File: src/rtl/ram_stream_pkg.sv
// Shared types and sizing helpers for the RAM stream read sequencer.
package ram_stream_pkg;

  typedef enum logic [1:0] {
    IDLE,
    RUN,
    DRAIN,
    DONE
  } state_t;

  localparam int DEFAULT_FIFO_DEPTH = 4;

  // Occupancy counter width: must represent 0..depth inclusive.
  localparam int FIFO_CNT_W = $clog2(DEFAULT_FIFO_DEPTH + 1);

  function automatic int fifo_cnt_w(input int depth);
    return $clog2(depth + 1);
  endfunction

endpackage

File: src/rtl/stream_fifo.sv
// Small synchronous FIFO holding {last, data}; head is presented combinationally.
module stream_fifo
  import ram_stream_pkg::*;
#(
  parameter  int W     = 33,
  parameter  int DEPTH = 4,
  localparam int CW    = fifo_cnt_w(DEPTH)
) (
  input  logic          clk,
  input  logic          rst,
  input  logic          push,
  input  logic [W-1:0]  push_data,
  input  logic          pop,
  output logic [W-1:0]  head,
  output logic          valid,
  output logic [CW-1:0] count
);

  localparam int PW = $clog2(DEPTH);

  logic [W-1:0]  mem_q [DEPTH];
  logic [PW-1:0] wr_ptr_q;
  logic [PW-1:0] rd_ptr_q;
  logic [CW-1:0] count_q;
  logic          do_pop;

  // Pointers wrap explicitly so non-power-of-two depths work.
  function automatic logic [PW-1:0] ptr_next(input logic [PW-1:0] p);
    return (p == PW'(DEPTH - 1)) ? '0 : p + 1'b1;
  endfunction

  assign do_pop = pop && (count_q != '0);
  assign head   = mem_q[rd_ptr_q];
  assign valid  = (count_q != '0);
  assign count  = count_q;

  // Storage array: written on push, no reset needed since valid gates the head.
  always_ff @(posedge clk) begin
    if (push) begin
      mem_q[wr_ptr_q] <= push_data;
    end
  end

  // Pointer and occupancy bookkeeping; push and pop may coincide.
  always_ff @(posedge clk) begin
    if (rst) begin
      wr_ptr_q <= '0;
      rd_ptr_q <= '0;
      count_q  <= '0;
    end else begin
      if (push) begin
        wr_ptr_q <= ptr_next(wr_ptr_q);
      end
      if (do_pop) begin
        rd_ptr_q <= ptr_next(rd_ptr_q);
      end
      count_q <= count_q + CW'(push) - CW'(do_pop);
    end
  end

  // The issuing side's credit check must keep pushes out of a full FIFO.
  no_overflow: assert property (@(posedge clk) disable iff (rst)
                                !(push && (count_q == CW'(DEPTH))));

endmodule

File: src/rtl/ram_stream_rd.sv
// Read-side sequencer: streams len words from a 1-cycle-latency RAM onto valid/ready.
module ram_stream_rd
  import ram_stream_pkg::*;
#(
  parameter int AW         = 8,
  parameter int DW         = 32,
  parameter int FIFO_DEPTH = 4
) (
  input  logic          clk,
  input  logic          rst,
  input  logic          start,
  input  logic [AW-1:0] base_addr,
  input  logic [AW:0]   len,
  output logic          busy,
  output logic          done,
  output logic [AW-1:0] rd_addr,
  input  logic [DW-1:0] rd_data,
  output logic [DW-1:0] m_data,
  output logic          m_valid,
  input  logic          m_ready,
  output logic          m_last
);

  localparam int CW = fifo_cnt_w(FIFO_DEPTH);

  state_t        state_q;
  state_t        state_d;
  logic [AW-1:0] rd_addr_q;
  logic [AW:0]   remaining_q;
  logic          inflight_q;
  logic          inflight_last_q;

  logic [CW:0]   occupancy;
  logic          issue;
  logic          last_issue;
  logic [DW:0]   fifo_head;
  logic          fifo_valid;
  logic [CW-1:0] fifo_count;
  logic          pop;

  // Credit counts the in-flight read but not a same-cycle pop.
  assign occupancy  = {1'b0, fifo_count} + {{CW{1'b0}}, inflight_q};
  assign issue      = (state_q == RUN) && (occupancy < (CW + 1)'(FIFO_DEPTH));
  assign last_issue = issue && (remaining_q == (AW + 1)'(1));

  assign pop     = fifo_valid && m_ready;
  assign m_valid = fifo_valid;
  assign m_data  = fifo_head[DW-1:0];
  assign m_last  = fifo_valid && fifo_head[DW];
  assign rd_addr = rd_addr_q;

  stream_fifo #(
    .W     (DW + 1),
    .DEPTH (FIFO_DEPTH)
  ) u_fifo (
    .clk       (clk),
    .rst       (rst),
    .push      (inflight_q),
    .push_data ({inflight_last_q, rd_data}),
    .pop       (pop),
    .head      (fifo_head),
    .valid     (fifo_valid),
    .count     (fifo_count)
  );

  // State, address/remaining counters and the in-flight read tracker.
  // rd_addr is not advanced on the final issue so it holds the last address read.
  always_ff @(posedge clk) begin
    if (rst) begin
      state_q         <= IDLE;
      rd_addr_q       <= '0;
      remaining_q     <= '0;
      inflight_q      <= 1'b0;
      inflight_last_q <= 1'b0;
    end else begin
      state_q         <= state_d;
      inflight_q      <= issue;
      inflight_last_q <= last_issue;
      if ((state_q == IDLE) && start && (len != '0)) begin
        rd_addr_q   <= base_addr;
        remaining_q <= len;
      end else if (issue) begin
        remaining_q <= remaining_q - 1'b1;
        if (!last_issue) begin
          rd_addr_q <= rd_addr_q + 1'b1;
        end
      end
    end
  end

  // Next-state logic and status outputs.
  always_comb begin
    state_d = state_q;
    busy    = 1'b0;
    done    = 1'b0;
    unique case (state_q)
      IDLE: begin
        if (start) begin
          state_d = (len == '0) ? DONE : RUN;
        end
      end
      RUN: begin
        busy = 1'b1;
        if (last_issue) begin
          state_d = DRAIN;
        end
      end
      DRAIN: begin
        busy = 1'b1;
        if (!inflight_q && pop && fifo_head[DW]) begin
          state_d = DONE;
        end
      end
      DONE: begin
        done    = 1'b1;
        state_d = IDLE;
      end
      default: state_d = IDLE;
    endcase
  end

endmodule

File: config.mk
export PLATFORM = sky130hd
export DESIGN_NAME = ram_stream_rd
export DESIGN_NICKNAME = d
export VERILOG_FILES = /design/src/rtl/ram_stream_pkg.sv /design/src/rtl/stream_fifo.sv /design/src/rtl/ram_stream_rd.sv
export SDC_FILE = /design/constraint.sdc
export NUM_CORES = 1
export LEC_CHECK = 0
export CORE_MARGIN = 2
export CORE_UTILIZATION = 51
export CTS_BUF_LIST = sky130_fd_sc_hd__clkbuf_8
export DETAILED_ROUTE_END_ITERATION = 8
export GPL_ROUTABILITY_DRIVEN = 0
export GPL_TIMING_DRIVEN = 0
export HOLD_SLACK_MARGIN = 0.05
export PLACE_DENSITY = 0.79
export RECOVER_POWER = 50
export SLEW_MARGIN = 20
export SYNTH_ARGS = -nofsm -noshare
export SYNTH_HDL_FRONTEND = slang
export SYNTH_HIERARCHICAL = 1
export SYNTH_SLANG_ARGS = --single-unit
File: constraint.sdc
create_clock -name clk -period 2.4 [get_ports clk]
set_input_delay 0.24 -clock clk [delete_from_list [all_inputs] [get_ports clk]]
set_output_delay 0.24 -clock clk [all_outputs]
set_load 0.02 [all_outputs]
---- After elaboration in Yosys (flattened, before gate mapping) ----
Memory sizes are Yosys's and may differ from the RTL's. A register that Yosys moved wholly into a read port is not among the register bits.
Index checks and enable logic that the tools add are counted.
operators by class
  reductions and logical operators ........ 18
  magnitude comparators ................... 1
  add/subtract/negate cells ............... 7
  equality and inequality tests ........... 10
  muxes and demuxes ....................... 18
operators with widths
  cell                   number
  $mux W8                3
  $mux W9                2
  $mux W2                8
  $eq A9 B1 Y1 const B   1
  $logic_and A1 B1 Y1    9
  $logic_not A9 Y1       1
  $reduce_bool A9 Y1     1
  $sub A9 B1 Y9 const B  1
  $add A8 B1 Y8 const B  1
  $eq A2 B2 Y1 const B   4
  $pmux W2 S4            1
  $ne A2 B2 Y1 const B   3
  $add A2 B1 Y2 const B  2
  $add A3 B1 Y4          1
  $lt A4 B3 Y1 const B   1
  $mux W1                4
  $add A3 B1 Y3          1
  $reduce_and A3 Y1      1
  $reduce_bool A3 Y1     1
  $sub A3 B1 Y3          1
  $eq A2 B1 Y1 const B   1
  $logic_not A2 Y1       1
  $ne A2 B1 Y1 const B   1
  $reduce_and A2 Y1      1
  other kinds (3)        3
word-level totals
  output and inout bits ................... 44
  memories kept ........................... 1
  RAM bits ................................ 132
  bits in registers ....................... 28
memory list
  name          depth  bits a word  rd ports  clocked after memory_dff  wr ports  RTL line           text
  u_fifo.mem_q  4      33           1         1                         1         stream_fifo.sv:21  logic [W-1:0] mem_q [DEPTH];

---- Longest topological paths before layout ----
  word-level depth ........................ 7
  mapped depth ............................ 10
  gate-level depth less buffers ........... 10

---- Cells and area by module ----
Netlist, hierarchy kept.
by module, submodules not included
  module         instances  area an instance (um^2)  cells an instance  sequential area each (um^2)
  stream_fifo    1          5273.8                   217                4144.0
  ram_stream_rd  1          1278.7                   145                420.4

---- Worst setup path after synthesis ----
No wires, ideal clock.
  kind .................................... flip-flop to flip-flop
  start point ............................. register u_fifo.count_q[1] (netlist: u_fifo/count[1])
  end point ............................... register u_fifo.count_q[2] (netlist: u_fifo/count[2])
  arrival time ............................ 2236 ps
  setup slack ............................. 40 ps
  stages on the path, launching flop included .. 11
  required time ........................... 2275 ps
  period minus slack after synthesis ...... 2360 ps
  path through ............................ dfxtp_1 > or3_1 > and2_1 > o31a_1 > ha_1 > inv_1 > ha_1 > inv_1 > fa_1 > xnor3_1 > nor2_1
on the way
  cells in the longest elaborated chain, start to end .. 4
  elaborated cells between the ends (all ways) .. 5
RTL lines
  element                 RTL line             text
  from (decl)             stream_fifo.sv:24    logic [CW-1:0] count_q;
  from (signal assigned)  stream_fifo.sv:57    count_q <= count_q + CW'(push) - CW'(do_pop);
  $reduce_bool A3 Y1      stream_fifo.sv:34    assign valid = (count_q != '0);
  named net m_valid       ram_stream_rd.sv:19  output logic m_valid,
  $logic_and A1 B1 Y1     ram_stream_rd.sv:46  assign pop = fifo_valid && m_ready;
  named net pop           ram_stream_rd.sv:39  logic pop;
  $logic_and A1 B1 Y1     stream_fifo.sv:32    assign do_pop = pop && (count_q != '0);
  $sub A3 B1 Y3           stream_fifo.sv:57
The timed path passes the listed nets, and every way through them passes these cells.
A chain may end at the register's enable or synchronous reset.

---- Worst setup path in the final report ----
  start point ............................. register u_fifo.count_q[1] (netlist: u_fifo/count[1])
  end point ............................... register u_fifo.count_q[2] (netlist: u_fifo/count[2])
on the way
  cells in the longest elaborated chain, start to end .. 4
  elaborated cells between the ends (all ways) .. 5
RTL lines
  element              RTL line
  $reduce_bool A3 Y1   stream_fifo.sv:34
  $logic_and A1 B1 Y1  ram_stream_rd.sv:46
  named net pop        ram_stream_rd.sv:39
  $logic_and A1 B1 Y1  stream_fifo.sv:32
  $sub A3 B1 Y3        stream_fifo.sv:57
The timed path passes the listed nets, and every way through them passes these cells.

==> summary.md <==
| Metric | Value |
|---|---|
| Status | `finished clean` |
| Synth Warn # | `6` |
| Post-synthesis cell type count | `44` |
| Area grow syn2layout | `25.4%` |
| Initial drt markers | `269` |
| Non-filler cells, final | `roughly 670` |
| Synthesized Nets | `431` |
| Final setup TNS | `0 ns` |
| Min-Delay Path Class | `in2reg` |
| Worst reg2reg path depth | `10` |
| PortBufs | `between 90 and 100` |
| Clock latency on the worst-skew pair | `0.44 ns` |
| Area contributors post-synth | `edfxtp_1, mux4_2, dfxtp_1, ha_1, nor2_1` |
| Setup slack, reg-to-reg | `0.08 ns` |
| DP HPWL | `8030 um` |
| Worst Max-Slew Pin Slew | `0.521 ns` |
| Critical Path Start | `u_fifo/count[1]$_SDFF_PP0_` |
| Leakage power | `2.76 nW` |
| Fraction of layout instances using a drive strength above 1 | `0.194` |
| I/O pin count | `97` |
| Leading area contributor after synthesis | `edfxtp_1` |
| Row Count | `41` |
| Pin count of the biggest net entering global routing | `28` |
| Post-synth EDFFs | `132` |
| Final Hold Fails | `0` |
| #FFs+latches synth | `between 150 and 200` |
| Mean area per synthesized cell | `18.1 um^2` |
| RR Endpoint | `u_fifo/count[2]$_SDFF_PP0_` |
| Worst VDD drop | `0.575 mV` |
| CP Data Required Time | `around 2.7 ns` |
| Fmax | `0.430 GHz` |
| Design area | `around 8000 um^2` |
| CP arrival | `2.64 ns` |
| Crit-path max FO | `5` |
| PwrDens | `901 nW/um^2` |
| Max cap viols | `0` |
| Place WS | `approximately 0.028 ns` |
| Worst setup SP type | `flip-flop` |
| Vias/cell | `5.29` |
| Worst Setup Path Type | `reg2reg` |
| CTS buffer count | `17` |
| First-pass GRT wire length | `19100 um` |
| H-tree Lvls | `4` |
| Post-DRT Antenna Nets | `0` |
| Final Util | `0.654` |
| CORE AREA | `12600 um^2` |
| CTS tree | `yes` |
| Asr flop ratio synth | `0` |
| End of the critical path | `u_fifo/count[2]$_SDFF_PP0_` |
| Clock Sinks | `162` |
| Yosys top cell area share | `0.605` |
| Initial antenna violation count | `0` |
| Clk_skew | `0.00710 ns` |
| Clock root cell | `clkbuf_8` |
| Die ar. | `13800 um^2` |
| Total number of vias | `3539` |
| Crit end category | `flip-flop` |
| Fin worst setup slack | `0.0757 ns` |
| Post-Syn Instances | `about 360` |
| DRT Wirelength | `between 10000 and 15000 um` |
| Vias in the first global route | `3720` |
| Reg-to-Reg Start | `u_fifo/count[1]$_SDFF_PP0_` |
| Die Wd | `~120 um` |
| Hold_buf cts | `0` |
| Final setup vio count | `0` |
| Chip Height | `about 120 um` |
| Fin crit share | `0.968` |
| Final min period | `roughly 2.3 ns` |
| Netlist Area Pre-Place | `6550 um^2` |
| Cell with the most instances after synthesis | `edfxtp_1` |
| Placed Instance Area | `7820 um^2` |
| WL per Instance | `18.0 um` |
| # DRC | `0` |
| Grt total ovfl | `0` |
| Fill count | `879` |
| Cell count after placement | `634` |
| # nets final | `551` |
| Ys flop type | `edfxtp_1` |
| RSZ-0062 raised after global routing | `yes` |
| Worst-path clk slew | `about 0.080 ns` |
| CTS Buffer Depth | `2` |
| Total GRT Usage | `0.182` |
| Slew headroom | `0.652` |
| Commonest cells post-synth | `edfxtp_1, dfxtp_1, mux4_2, nor2_1, ha_1` |
| Starting density of the core | `0.521` |
| Pins Over Slew Limit | `0` |
| Seq/Total Area, Yosys | `0.697` |
| DR pass1 iterations | `4` |
how the worst min path moves through the flow:
stage,depth (start not counted),end,startpoint
2_1_floorplan,0,u_fifo/mem_q[0][0]$_DFFE_PP_,rd_data[0]
5_1_grt,3,rd_addr[0]$_SDFFE_PP0P_,base_addr[0]
6_report,3,rd_addr[2]$_SDFFE_PP0P_,base_addr[2]
3_5_place_dp,0,u_fifo/mem_q[0][32]$_DFFE_PP_,inflight_last_q$_SDFF_PP0_
3_3_place_gp,0,u_fifo/mem_q[0][32]$_DFFE_PP_,inflight_last_q$_SDFF_PP0_
4_1_cts,3,rd_addr[2]$_SDFFE_PP0P_,base_addr[2]
repair_timing:
action	4_1_cts	5_1_grt
gates resized for setup	35	4
endpoints found under the setup margin	32	3
setup buffers	0	1
cloned	0	0
where the power goes:
| part | switching (mW) | internal [mW] | leakage (nW) |
|---|---|---|---|
| clock network | 0.953 | 1.02 | 0.198 |
| logic | 1.01 | 0.908 | 1.13 |
| registers | 0.197 | 3.32 | 1.44 |
| total | 2.16 | 5.24 | 2.76 |
registers in the layout (all words and copies together), names as in the netlist, named ones only:
signal	flops
state_q	2
u_fifo/count	3
inflight_last_q	1
rd_addr	8
u_fifo/mem_q	132
inflight_q	1
remaining_q	9
u_fifo/rd_ptr_q	2
u_fifo/wr_ptr_q	2
routing by layer:
| metal | share of wire | wire length (um) | track usage |
|---|---|---|---|
| met5 | 0 | 0 | 0 |
| met4 | 0.0082 | 99 | 0.0527 |
| met3 | 0.054 | 645 | 0.0496 |
| met2 | 0.52 | 6220 | 0.313 |
| met1 | 0.42 | 5070 | 0.227 |
per-stage QoR:
step | hold slack [ns] | total power, mW
CTS | 0.367 | 7.46
global route | 0.396 | 7.75
detailed placement | 0.476 | 5.58
floorplan | 0.339 | 4.82
global placement | 0.449 | 5.50
finish | 0.397 | 7.40
area by class of cell:
type                            instances  area (um^2)  area share
Sequential cell                       162         4570       0.556
Buffer                                 15          131      0.0160
Tap cell                              172          215      0.0262
Inverter                               11         41.3     0.00502
Clock inverter                         15          169      0.0206
Antenna cell                            2         5.00    0.000609
Timing Repair Buffer                  101         1020       0.124
Multi-Input combinational cell        174         1830       0.223
Clock buffer                           17          234      0.0285
cell usage in the layout, fill, tap and decap left out, types with 8 or more instances in the layout:
master             n
nor2_1            25
dlygate4sd3_1     32
xnor2_1            8
mux4_2            30
inv_1             12
clkdlybuf4s50_1   31
edfxtp_1         132
clkbuf_8          17
dlygate4sd2_1     31
dfxtp_1           28
nand3_1            9
ha_1              15
a211oi_1          11
logic make-up (layout without fill, tap and decap cells):
kind of cell	count (synthesis)	count (layout)	share of synthesized area
flops	162	162	0.697
simple gates	79	79	0.0674
mux	39	39	0.124
buf+inv	26	159	0.0252
compound gates	24	24	0.0311
fa+ha+maj	16	16	0.0317
xor+xnor	16	16	0.0235
other cells	0	2	0
worst max-delay path, stage by stage, from the launching register on:
cell and delay [ns]:
dfxtp_2 0.36, or3_4 0.38, and2_1 0.19, o31a_1 0.13, ha_1 0.29, inv_1 0.06, ha_1 0.13, inv_1 0.05
fa_1 0.37, xnor3_1 0.21, nor2_1 0.05
Power figures use the tool's default switching activity.
